===== src/rtl/mips_pipe_pkg.sv =====
// Shared definitions for the MIPS pipeline: fetch FSM states, NOP encoding, default widths.
package mips_pipe_pkg;

  localparam int unsigned ADDR_W_DEF = 32;
  localparam int unsigned DATA_W_DEF = 32;
  localparam int unsigned PC_INC     = 4;

  localparam logic [31:0] NOP_INSTR = 32'h0000_0000;

  typedef logic [1:0] fetch_state_t;

  localparam fetch_state_t S_REQ  = 2'd0;
  localparam fetch_state_t S_HOLD = 2'd1;
  localparam fetch_state_t S_DROP = 2'd2;

endpackage


===== src/rtl/if_id_reg.sv =====
// IF/ID pipeline register: bubble (NOP, invalid) beats load, otherwise hold.
module if_id_reg
  import mips_pipe_pkg::*;
#(
  parameter int unsigned ADDR_W = ADDR_W_DEF,
  parameter int unsigned DATA_W = DATA_W_DEF
) (
  input  logic              clk,
  input  logic              rst_n,
  input  logic              load,
  input  logic              bubble,
  input  logic [ADDR_W-1:0] pc4_in,
  input  logic [DATA_W-1:0] instr_in,
  output logic [ADDR_W-1:0] pc4,
  output logic [DATA_W-1:0] instr,
  output logic              valid
);

  // Bubble keeps PC4 so ID still sees the last sequential address.
  always_ff @(posedge clk or negedge rst_n) begin
    if (!rst_n) begin
      pc4   <= '0;
      instr <= DATA_W'(NOP_INSTR);
      valid <= 1'b0;
    end else if (bubble) begin
      instr <= DATA_W'(NOP_INSTR);
      valid <= 1'b0;
    end else if (load) begin
      pc4   <= pc4_in;
      instr <= instr_in;
      valid <= 1'b1;
    end
  end

endmodule


===== src/rtl/if_fetch_stage.sv =====
// Instruction-fetch stage: PC, fetch FSM, hold buffer and IF/ID register.
// Optional performance counters are enabled with `define IF_PERF_CNT_EN.
module if_fetch_stage
  import mips_pipe_pkg::*;
#(
  parameter logic [31:0] RESET_PC = 32'h0000_0000,
  parameter int unsigned ADDR_W   = ADDR_W_DEF,
  parameter int unsigned DATA_W   = DATA_W_DEF
) (
  input  logic              clk,
  input  logic              rst_n,
  input  logic              PCWrite,
  input  logic              IF_ID_Write,
  input  logic              Redirect,
  input  logic [ADDR_W-1:0] Redirect_PC,
  output logic              imem_req,
  output logic [ADDR_W-1:0] imem_addr,
  input  logic              imem_ready,
  input  logic [DATA_W-1:0] imem_rdata,
  output logic [ADDR_W-1:0] IF_ID_PC4,
  output logic [DATA_W-1:0] IF_ID_Instr,
  output logic              IF_ID_Valid
`ifdef IF_PERF_CNT_EN
  ,
  output logic [31:0]       perf_fetch_cnt,
  output logic [31:0]       perf_stall_cnt,
  output logic [31:0]       perf_flush_cnt
`endif
);

  fetch_state_t      state, state_n;
  logic [ADDR_W-1:0] pc, pc_n, pc_inc;
  logic [ADDR_W-1:0] redir_pc, redir_pc_n;
  logic [DATA_W-1:0] hold, hold_n;
  logic [DATA_W-1:0] ld_instr;
  logic              ld, bub, stall;

  assign stall     = !PCWrite || !IF_ID_Write;
  assign pc_inc    = pc + ADDR_W'(PC_INC);
  assign imem_req  = (state != S_HOLD);
  assign imem_addr = pc;

  // State, PC, hold buffer and pending redirect target.
  always_ff @(posedge clk or negedge rst_n) begin
    if (!rst_n) begin
      state    <= S_REQ;
      pc       <= ADDR_W'(RESET_PC);
      redir_pc <= '0;
      hold     <= '0;
    end else begin
      state    <= state_n;
      pc       <= pc_n;
      redir_pc <= redir_pc_n;
      hold     <= hold_n;
    end
  end

  // Next-state and IF/ID control; Redirect beats stall beats advance.
  always_comb begin
    state_n    = state;
    pc_n       = pc;
    redir_pc_n = redir_pc;
    hold_n     = hold;
    ld         = 1'b0;
    bub        = 1'b0;
    ld_instr   = hold;
    case (state)
      S_REQ: begin
        if (Redirect) begin
          bub = 1'b1;
          if (imem_ready) begin
            pc_n = Redirect_PC;
          end else begin
            redir_pc_n = Redirect_PC;
            state_n    = S_DROP;
          end
        end else if (imem_ready && !stall) begin
          ld       = 1'b1;
          ld_instr = imem_rdata;
          pc_n     = pc_inc;
        end else if (imem_ready) begin
          hold_n  = imem_rdata;
          state_n = S_HOLD;
        end else if (!stall) begin
          bub = 1'b1;
        end
      end
      S_HOLD: begin
        if (Redirect) begin
          bub     = 1'b1;
          pc_n    = Redirect_PC;
          state_n = S_REQ;
        end else if (!stall) begin
          ld      = 1'b1;
          pc_n    = pc_inc;
          state_n = S_REQ;
        end
      end
      S_DROP: begin
        bub = 1'b1;
        if (Redirect) redir_pc_n = Redirect_PC;
        if (imem_ready) begin
          pc_n    = Redirect ? Redirect_PC : redir_pc;
          state_n = S_REQ;
        end
      end
      default: begin
        state_n = S_REQ;
      end
    endcase
  end

  if_id_reg #(
    .ADDR_W (ADDR_W),
    .DATA_W (DATA_W)
  ) u_if_id_reg (
    .clk      (clk),
    .rst_n    (rst_n),
    .load     (ld),
    .bubble   (bub),
    .pc4_in   (pc_inc),
    .instr_in (ld_instr),
    .pc4      (IF_ID_PC4),
    .instr    (IF_ID_Instr),
    .valid    (IF_ID_Valid)
  );

`ifdef IF_PERF_CNT_EN
  // Event counters: valid loads, stall cycles, redirect cycles.
  always_ff @(posedge clk or negedge rst_n) begin
    if (!rst_n) begin
      perf_fetch_cnt <= '0;
      perf_stall_cnt <= '0;
      perf_flush_cnt <= '0;
    end else begin
      if (ld)       perf_fetch_cnt <= perf_fetch_cnt + 32'd1;
      if (stall)    perf_stall_cnt <= perf_stall_cnt + 32'd1;
      if (Redirect) perf_flush_cnt <= perf_flush_cnt + 32'd1;
    end
  end
`endif

endmodule


===== config.mk =====
export PLATFORM = sky130hd
export DESIGN_NAME = if_fetch_stage
export DESIGN_NICKNAME = d
export VERILOG_FILES = /design/src/rtl/mips_pipe_pkg.sv /design/src/rtl/if_id_reg.sv /design/src/rtl/if_fetch_stage.sv
export SDC_FILE = /design/constraint.sdc
export NUM_CORES = 1
export LEC_CHECK = 0
export ABC_AREA = 1
export ABC_CLOCK_PERIOD_IN_PS = 5300
export BUFFER_PORTS_ARGS = -buffer_cell sky130_fd_sc_hd__buf_2
export CAP_MARGIN = 0
export CORE_MARGIN = 2
export CORE_UTILIZATION = 45
export CTS_CLUSTER_DIAMETER = 50
export CTS_CLUSTER_SIZE = 30
export DETAILED_ROUTE_END_ITERATION = 7
export PLACE_DENSITY = 0.67
export SYNTH_ARGS = -nofsm -noshare
export SYNTH_HDL_FRONTEND = slang
export SYNTH_SLANG_ARGS = --single-unit
export TNS_END_PERCENT = 50

===== constraint.sdc =====
create_clock -name clk -period 5.3 [get_ports clk]
set_clock_uncertainty 0.2 [all_clocks]
set_input_delay 0.265 -clock clk [delete_from_list [all_inputs] [get_ports clk]]
set_output_delay 0.265 -clock clk [all_outputs]
set_load 0.05 [all_outputs]

==> results of run 1 <==
power groups by stage:
stage          combinational (uW)  clock, uW  sequential [uW]
2_1_floorplan                 853          0             2730
3_3_place_gp                 2210          0             1990
3_5_place_dp                 2230          0             1990
4_1_cts                      2270       1220             1980
5_1_grt                      2470       1270             2030
6_report                     2270       1200             1980
layout by cell type (no fill, tap or decap), drive strengths merged, types with 5 or more instances in the layout:
| cell type | netlist | final |
|---|---|---|
| xor2 | 11 | 11 |
| dfrtp | 163 | 163 |
| clkbuf | 34 | 21 |
| inv | 97 | 98 |
| buf | 23 | 179 |
| nand2 | 358 | 358 |
| nand3 | 20 | 20 |
| o21ai | 100 | 100 |
| dlygate4sd3 | 0 | 64 |
| nor2 | 126 | 126 |
| clkinv | 0 | 5 |
| nand3b | 6 | 6 |
| a21oi | 118 | 118 |
| o22ai | 32 | 32 |
per-stage QoR:
step           setup slack (ns)  cells  area (um2)  util (%)
6_report                   2.30   1550       10400      57.7
5_1_grt                    1.99   1550       10400      57.7
4_1_cts                    2.26   1550       10400      57.7
3_5_place_dp               1.82   1455        9170      51.1
3_3_place_gp               1.93   1455        9170      51.1
2_1_floorplan              3.07   1105        8250         -
layer usage:
metal  up-vias  GRT usage [%]  share of wire, %
met5         -              0                 0
met4         0           6.49               1.4
met3        24           3.96               5.3
met2       220           36.9                46
met1      3622           33.6                47
li1       3949              -                 -
worst paths after layout:
| kind | end | slack [ns] | cells after the start |
|---|---|---|---|
| worst max register to register | u_if_id_reg.pc4[12] | 2.81 | 9 |
| worst max-delay path | u_if_id_reg.pc4[12] | 2.30 | 11 |
| min in group asynchronous | hold[6] | 0.10 | 2 |
| worst min-delay path | redir_pc[0] | 0.06 | 5 |
| max in group asynchronous | redir_pc[12] | 3.58 | 3 |
| worst min register to register | u_if_id_reg.pc4[15] | 0.27 | 2 |
cell families after synthesis:
| kind of cell | synth area share (%) |
|---|---|
| AND/OR/NAND/NOR | 24.2 |
| adder cells (fa/ha/maj) | 0.152 |
| AO/OA/AOI/OAI | 16.6 |
| XOR/XNOR | 1.49 |
| buffers and inverters | 8.04 |
| flip-flops | 49.5 |
critical path: stages:
cell and delay (ns):
buf_2 0.10, buf_4 0.28, inv_2 0.72, nand2_1 0.27
nor3_4 0.17, buf_4 0.55, a31oi_4 0.07, buf_4 0.27
inv_2 0.26, nand2_1 0.10, nand2_1 0.06
cell type report:
type                            count  area share [%]
Sequential cell                   163            39.3
Multi-Input combinational cell    787            33.8
Clock inverter                     10            1.05
Timing Repair Buffer              243            15.2
Tap cell                          229            2.76
Clock buffer                       21            4.34
Inverter                           97            3.51
registers in the layout (all words and copies together), names as in the netlist:
name,cells
u_if_id_reg.pc4,32
u_if_id_reg.valid,1
hold,32
u_if_id_reg.instr,32
state,2
redir_pc,32
imem_addr,32
repair_timing:
action | in CTS | in global routing
resized for setup | 0 | 0
buffers inserted | 0 | 0
endpoints found under the hold margin | 132 | 0
hold buffers | 64 | 0
endpoints found under the setup margin | 0 | 0
==> impl_metrics.csv, run 1 <==
group,metric,value,unit
sta,period_share,56.5,%
synth,synthFlopType,"dfrtp_1",
pwr,internal-power,2920,uW
place,dp_hpwl,15300,um
hold_path,worst_hold_path_type,"in2reg",
global_route,grt_overflow,0,
sta,fmax,0.334,GHz
cells_and_area,antenna_cells,0,
synth,async_flop_share,100,%
sta,tightest_slew,0.919,ns
die,fp.coreArea,18000,um2
critical_path,end_kind,"flop",
cts,numCtsBuffers,17,
cells_and_area,nets,1380,
synth,ys_warn_count,0,
sta,tns,0,ns
cts,tritoncts,"built",
cts,cts_num_sinks,163,
cells_and_area,areaGrowthSynthToFinish,25.8,%
global_route,grt_pass1_wl,36500,um
synth,ys_seq_elements,163,
global_route,antenna_found_initial,0,
cells_and_area,drive_above_1_share,16.4,%
hold_path,hold_path.startpoint,"Redirect_PC[0]",
critical_path,cp.arrival,3.16,ns
cells_and_area,regArea,4080,um2
sta,slew_headroom,38.7,%
critical_path,reg2reg_from,"state[0]",
critical_path,cp-startpoint,"Redirect",
cts,clk_pin_slew,0.06,ns
sta,grt_setup_unrepaired,"no",
run_status,status,"finished, final reports clean",
critical_path,start_kind,"primary input",
die,io_pins,168,
sta,setup_viol,0,
synth,synth.most_common_cell,"nand2_1",
pwr,seq_power_share,36.4,%
sta,hold_viol,0,
synth,synth-edff-count,0,
die,die_h,139,um
synth,ys_top_cells_by_count,"nand2_1, dfrtp_1, nor2_1, a21oi_1, o21ai_0",
cts,htreeDepth,4,
synth,netlist_instances,1105,
sta,finalMaxSlewViolations,0,
die,row_count,49,
detailed_routing,drc_errors,0,
cts,cts_root_buf,"clkbuf_16",
pwr,combinationalPowerShare,41.6,%
synth,syn_area,8250,um2
pwr,pwr_density_cell,525,nW/um2
synth,yosys.area.top_type,"dfrtp_1",
cells_and_area,num-fill-cells,1717,
critical_path,critPathKind,"in2reg",
cells_and_area,multi_input_area,3510,um2
cts,cts_max_path_buffers,2,
critical_path,path_max_fanout,65,
detailed_routing,ant_nets,0,
detailed_routing,vias,7815,
synth,synth_area_leaders,"dfrtp_1, nand2_1, a21oi_1",
place,gp_congestion,0.925,
detailed_routing,wl_per_cell,14.5,um
pwr,p_sw,2520,uW
synth,synth.distinct_cells,33,
global_route,grt_max_degree,88,
sta,min_period,3.00,ns
synth,yosysTopAreaCellShare,49.5,%
synth,synth_nets,1176,
die,die_w,139,um
global_route,grt_pass1_vias,7240,
pwr,total_power,5440,uW
synth,synth_seq_area_share,49.5,%
pwr,peakVddDrop,346,uV
die,initial_core_util,45.9,%
sta,worst_hold_slack,0.0623,ns
place,io_buffers,167,
pwr,pwr-share-clk,22.0,%
critical_path,worst_ep_required_time,5.46,ns
die,design.die.area,19400,um2
detailed_routing,avgViaCountPerCell,5.04,
cts,insertion_delay,0.43,ns
pwr,power.leakage,0.00521,uW
detailed_routing,drt_iter0_drc,464,
synth,syn_avg_cell_area,7.46,um2
detailed_routing,routed_wl,22400,um
run,max-cap-violations,0,
pwr,p_sw_share,46.3,%
global_route,grt.total_usage,23.4,%
detailed_routing,drt_pass1_iterations,5,
Power figures use the tool's default switching activity.
==> run 2, diff against run 1 <==
Settings changed: ABC_AREA 1 to 0, ABC_CLOCK_PERIOD_IN_PS 5300 to 2450, PLACE_DENSITY 0.67 to 0.71.
Clock period 5.3 ns to 2.45 ns, I/O delays scaled along.
==> impl_metrics.csv, run 2 <==
group,metric,value,unit
place,place_ws,0.255,ns
place,dp_hpwl,13400,um
synth,ys_top_cells_by_count,"dfrtp_1, nand2_1, o21ai_0, mux2_2, mux2i_1",
global_route,grt_overflow,0,
sta,setup_viol,0,
synth,syn_avg_cell_area,10.8,um2
global_route,grt.total_usage,23.1,%
die,design.die.area,18200,um2
global_route,antenna_found_initial,0,
place,gp_congestion,0.820,
synth,synth_area_leaders,"dfrtp_1, mux2_2, mux2i_1",
critical_path,cpPeakStageDelay,1.13,ns
global_route,grt_max_degree,59,
critical_path,crit_buf_inv,0,
critical_path,end_kind,"flop",
pwr,pwr-share-clk,28.6,%
detailed_routing,vias,6337,
cells_and_area,fin_cells,1175,
die,io_pins,168,
die,die_h,135,um
die,die_w,135,um
run_status,status,"finished, final reports clean",
cells_and_area,drive_above_1_share,32.0,%
place,placed_area,8850,um2
detailed_routing,wl_per_cell,17.4,um
die,initial_core_util,46.2,%
critical_path,rr_worst_depth,3,
place,place_inst,1074,
synth,synth_nets,783,
run,max-cap-violations,0,
cells_and_area,most-common-layout-cells,"buf_2, dfrtp_1, nand2_1",
cts,cts_num_sinks,163,
synth,syn_area,7720,um2
cts,numCtsBuffers,17,
hold_path,worst_hold_path_type,"in2async",
cells_and_area,num-fill-cells,1405,
pwr,p_sw_share,38.8,%
detailed_routing,drt_pass1_iterations,5,
critical_path,cp.depth,3,
critical_path,cp_top_family,"simple AND/OR/NAND/NOR gates",
place,io_buffers,167,
synth,async_flop_share,100,%
synth,ys_seq_elements,163,
detailed_routing,drt_iter0_drc,403,
cts,insertion_delay,0.43,ns
cells_and_area,final_cell_area,10100,um2
global_route,grt_pass1_wl,32900,um
synth,netlist_instances,712,
synth,synth-edff-count,0,
critical_path,cp.arrival,2.42,ns
critical_path,worst_ep_required_time,2.60,ns
sta,hold_viol,0,
die,fp.coreArea,16700,um2
cells_and_area,areaGrowthSynthToFinish,31.0,%
pwr,combinationalPowerShare,31.2,%
cells_and_area,nets,1013,
cts,htreeDepth,4,
sta,tns,0,ns
sta,tightest_slew,1.35,ns
die,row_count,47,
cts,tritoncts,"built",
critical_path,critPathKind,"reg2reg",
pwr,p_sw,3540,uW
cells_and_area,final_common_cell,"buf_2",
pwr,pwr_density_cell,901,nW/um2
sta,finalMaxSlewViolations,0,
sta,fmax,0.441,GHz
detailed_routing,routed_wl,20400,um
pwr,power.leakage,0.00481,uW
sta,grt_setup_unrepaired,"no",
synth,yosys.area.top_type,"dfrtp_1",
pwr,peakVddDrop,493,uV
global_route,grt_pass1_vias,6148,
critical_path,crit_path_top_delay_cell,"nor3b_1",
sta,period_share,92.6,%
synth,ys_warn_count,0,
sta,finalWorstSetupSlack,0.182,ns
synth,synth.distinct_cells,52,
detailed_routing,avgViaCountPerCell,5.39,
synth,synthFlopType,"dfrtp_1",
pwr,internal-power,5580,uW
sta,slew_headroom,10.0,%
synth,synth_seq_area_share,52.8,%
sta,min_period,2.27,ns
cts,cts_max_path_buffers,2,
detailed_routing,ant_nets,0,
cells_and_area,antenna_cells,0,
synth,yosysTopAreaCellShare,52.8,%
cts,cts_root_buf,"clkbuf_16",
pwr,seq_power_share,40.2,%
critical_path,path_max_fanout,14,
detailed_routing,drc_errors,0,
critical_path,crit_chain,"nor3b_1 -> a221oi_1 -> o21ai_1",
synth,synth.most_common_cell,"dfrtp_1",
critical_path,start_kind,"flop",
cts,clk_pin_slew,0.06,ns
[run 2: area by class of cell]
type / count / area, um2 / area share (%)
Timing Repair Buffer: 260 / 1760 / 17.4
Multi-Input combinational cell: 494 / 3400 / 33.6
Tap cell: 220 / 275 / 2.72
Clock buffer: 17 / 425 / 4.21
Inverter: 6 / 22.5 / 0.223
Sequential cell: 163 / 4080 / 40.3
Clock inverter: 15 / 149 / 1.47
[run 2: path summary, 6_finish.rpt]
kind                                             to                from  slack [ns]
worst max-delay path                  imem_addr[24]            state[1]        0.18
worst min-delay path                    redir_pc[3]               rst_n        0.03
worst max register to register        imem_addr[24]            state[1]        0.18
worst min register to register   u_if_id_reg.pc4[5]  u_if_id_reg.pc4[5]        0.27
max in group asynchronous       u_if_id_reg.pc4[24]               rst_n        1.28
min in group clk                        redir_pc[0]      Redirect_PC[0]        0.27
[run 2: cells by family after synthesis]
kind of cell / Yosys count / share of synthesized area, %
xor+xnor: 27 / 3.06
flops: 163 / 52.8
compound gates: 159 / 12.2
mux: 107 / 15.0
simple gates: 200 / 13.5
buf+inv: 55 / 3.32
fa+ha+maj: 1 / 0.162
[run 2: per-layer routing]
metal / vias up / part of all wire, % / global-route usage, % / wire [um]
met5: - / 0 / 0 / 0
met2: 204 / 47 / 36.3 / 9640
li1: 3006 / - / - / -
met3: 26 / 6.2 / 5.59 / 1280
met4: 0 / 1.8 / 7.81 / 359
met1: 3101 / 45 / 31.5 / 9150
[run 2: power groups by stage]
stage               clock, uW  sequential [uW]  combinational, uW
floorplan                   0             4700                955
finish                   2600             3660               2850
global route             2750             3740               3050
CTS                      2650             3650               2860
global placement            0             3670               2740
detailed placement          0             3700               2770
[run 2: per-stage QoR]
stage	power, uW	utilization, %	hold WS (ns)
global route	9540	60.6	0.0746
floorplan	5660	-	-0.373
detailed placement	6470	53.0	-0.0564
finish	9110	60.6	0.0317
CTS	9170	60.6	0.0525
global placement	6410	53.0	-0.0554
[run 2: repair_timing]
item                      in CTS  in global routing
setup buffers                  0                  0
gates resized for setup        0                  0
hold buffers                  69                  0
hold endpoints to repair     275                  0
==> run 3, diff against run 2 <==
Settings changed: RECOVER_POWER set to 100.
==> impl_metrics.csv, run 3 (synthesis gave the netlist of run 2 again) <==
group,metric,value,unit
critical_path,cp_top_family,"buffers and inverters",
critical_path,start_kind,"primary input",
detailed_routing,drt_iter0_drc,374,
sta,setup_viol,0,
pwr,p_sw,3530,uW
detailed_routing,routed_wl,20400,um
die,die_h,135,um
sta,grt_setup_unrepaired,"no",
detailed_routing,ant_nets,0,
cts,numCtsBuffers,17,
critical_path,cpPeakStageDelay,0.54,ns
global_route,grt_max_degree,59,
sta,min_period,2.30,ns
sta,tns,0,ns
cells_and_area,final_common_cell,"dfrtp_1",
detailed_routing,vias,6368,
cells_and_area,drive_above_1_share,21.5,%
place,gp_congestion,0.820,
critical_path,worst_ep_required_time,2.56,ns
cts,clk_pin_slew,0.06,ns
pwr,pwr_density_cell,906,nW/um2
pwr,p_sw_share,39.2,%
die,fp.coreArea,16700,um2
critical_path,crit_buf_inv,4,
critical_path,crit_path_top_delay_cell,"dlygate4sd3_1",
cts,tritoncts,"built",
cells_and_area,antenna_cells,0,
detailed_routing,wl_per_cell,17.3,um
critical_path,path_max_fanout,30,
sta,period_share,93.7,%
cts,cts_root_buf,"clkbuf_16",
cts,post_cts_buffers,0,
cts,htreeDepth,4,
global_route,grt_pass1_wl,32900,um
critical_path,crit_chain,"dlygate4sd3_1 -> clkbuf_1 -> buf_4 -> and3_1 -> clkbuf_4 -> mux2_2",
detailed_routing,drt_pass1_iterations,5,
pwr,pwr-share-clk,28.8,%
cells_and_area,areaGrowthSynthToFinish,28.6,%
die,die_w,135,um
die,row_count,47,
global_route,grt.total_usage,23.1,%
global_route,grt_overflow,0,
die,initial_core_util,46.2,%
place,io_buffers,167,
pwr,power.leakage,0.00442,uW
pwr,seq_power_share,40.8,%
detailed_routing,avgViaCountPerCell,5.42,
hold_path,worst_hold_path_type,"in2reg",
cells_and_area,nets,1013,
run_status,violations,"capacitance limit, slew limit",
pwr,peakVddDrop,489,uV
critical_path,critPathKind,"in2reg",
critical_path,cp.arrival,2.41,ns
cts,insertion_delay,0.43,ns
die,io_pins,168,
cts,hold_buffers,69,
sta,finalMaxSlewViolations,57,
sta,slew_headroom,-7.41,%
run,max-cap-violations,1,
cts,cts_num_sinks,163,
detailed_routing,drc_errors,0,
cells_and_area,most-common-layout-cells,"dfrtp_1, clkbuf_1, nand2_1",
cts,cts_resized,0,
sta,tightest_slew,1.61,ns
global_route,antenna_found_initial,0,
global_route,grt_pass1_vias,6148,
sta,hold_viol,0,
pwr,internal-power,5480,uW
cts,cts_max_path_buffers,2,
sta,fmax,0.435,GHz
pwr,combinationalPowerShare,30.4,%
sta,worst_hold_slack,0.276,ns
run_status,status,"complete, but fails checks",
die,design.die.area,18200,um2
critical_path,end_kind,"flop",
place,dp_hpwl,13400,um
-- run 3: cell types whose count changed in the layout (fill, tap and decap cells not counted), sizes merged --
cell    change
buf       -107
clkbuf    +107
-- run 3: per-stage QoR --
stage / util (%) / instances / area [um2] / total power [uW] / setup slack, ns
after global routing: 59.5 / 1175 / 9940 / 9440 / 0.0514
after CTS: 60.6 / 1175 / 10100 / 9170 / 0.236
after global placement: 53.0 / 1074 / 8850 / 6410 / 0.301
final: 59.5 / 1175 / 9940 / 9000 / 0.153
after detailed placement: 53.0 / 1074 / 8850 / 6470 / 0.255
after floorplan: - / 712 / 7720 / 5660 / 0.175
-- run 3: worst register-to-register path, cell delays in order, from the launching register on --
cell and delay (ns):
dfrtp_1 0.51, nor4b_1 0.59, nand3_2 0.12, buf_4 0.32, mux2i_1 0.30, o21ai_0 0.11
-- run 3: layout make-up --
class	count	area, um2
Timing Repair Buffer	260	1620
Clock buffer	17	425
Clock inverter	15	149
Fill cell	1455	6770
Sequential cell	163	4080
Tap cell	220	275
Inverter	6	22.5
Multi-Input combinational cell	494	3370
-- run 3: power by group through the flow --
stage               combinational, uW  sequential [uW]  clock (uW)
floorplan                         955             4700           0
global placement                 2740             3670           0
detailed placement               2770             3700           0
CTS                              2860             3650        2650
global route                     2940             3750        2750
finish                           2740             3670        2590
-- run 3: worst paths after layout --
check | start | to | slack [ns] | depth (start not counted)
max | Redirect | redir_pc[12] | 0.15 | 6
min | Redirect_PC[2] | redir_pc[2] | 0.28 | 3
min in group asynchronous | rst_n | redir_pc[3] | 0.42 | 2
max reg2reg | state[1] | u_if_id_reg.instr[0] | 0.18 | 5
max in group asynchronous | rst_n | redir_pc[25] | 0.37 | 3
min reg2reg | u_if_id_reg.instr[18] | u_if_id_reg.instr[18] | 0.28 | 2
-- run 3: per-layer routing --
metal / vias to the layer above / track usage, % / routed length (um)
met3: 24 / 5.59 / 1280
met2: 234 / 36.3 / 9680
met1: 3106 / 31.5 / 9060
met5: - / 0 / 0
met4: 0 / 7.81 / 343
li1: 3004 / - / -
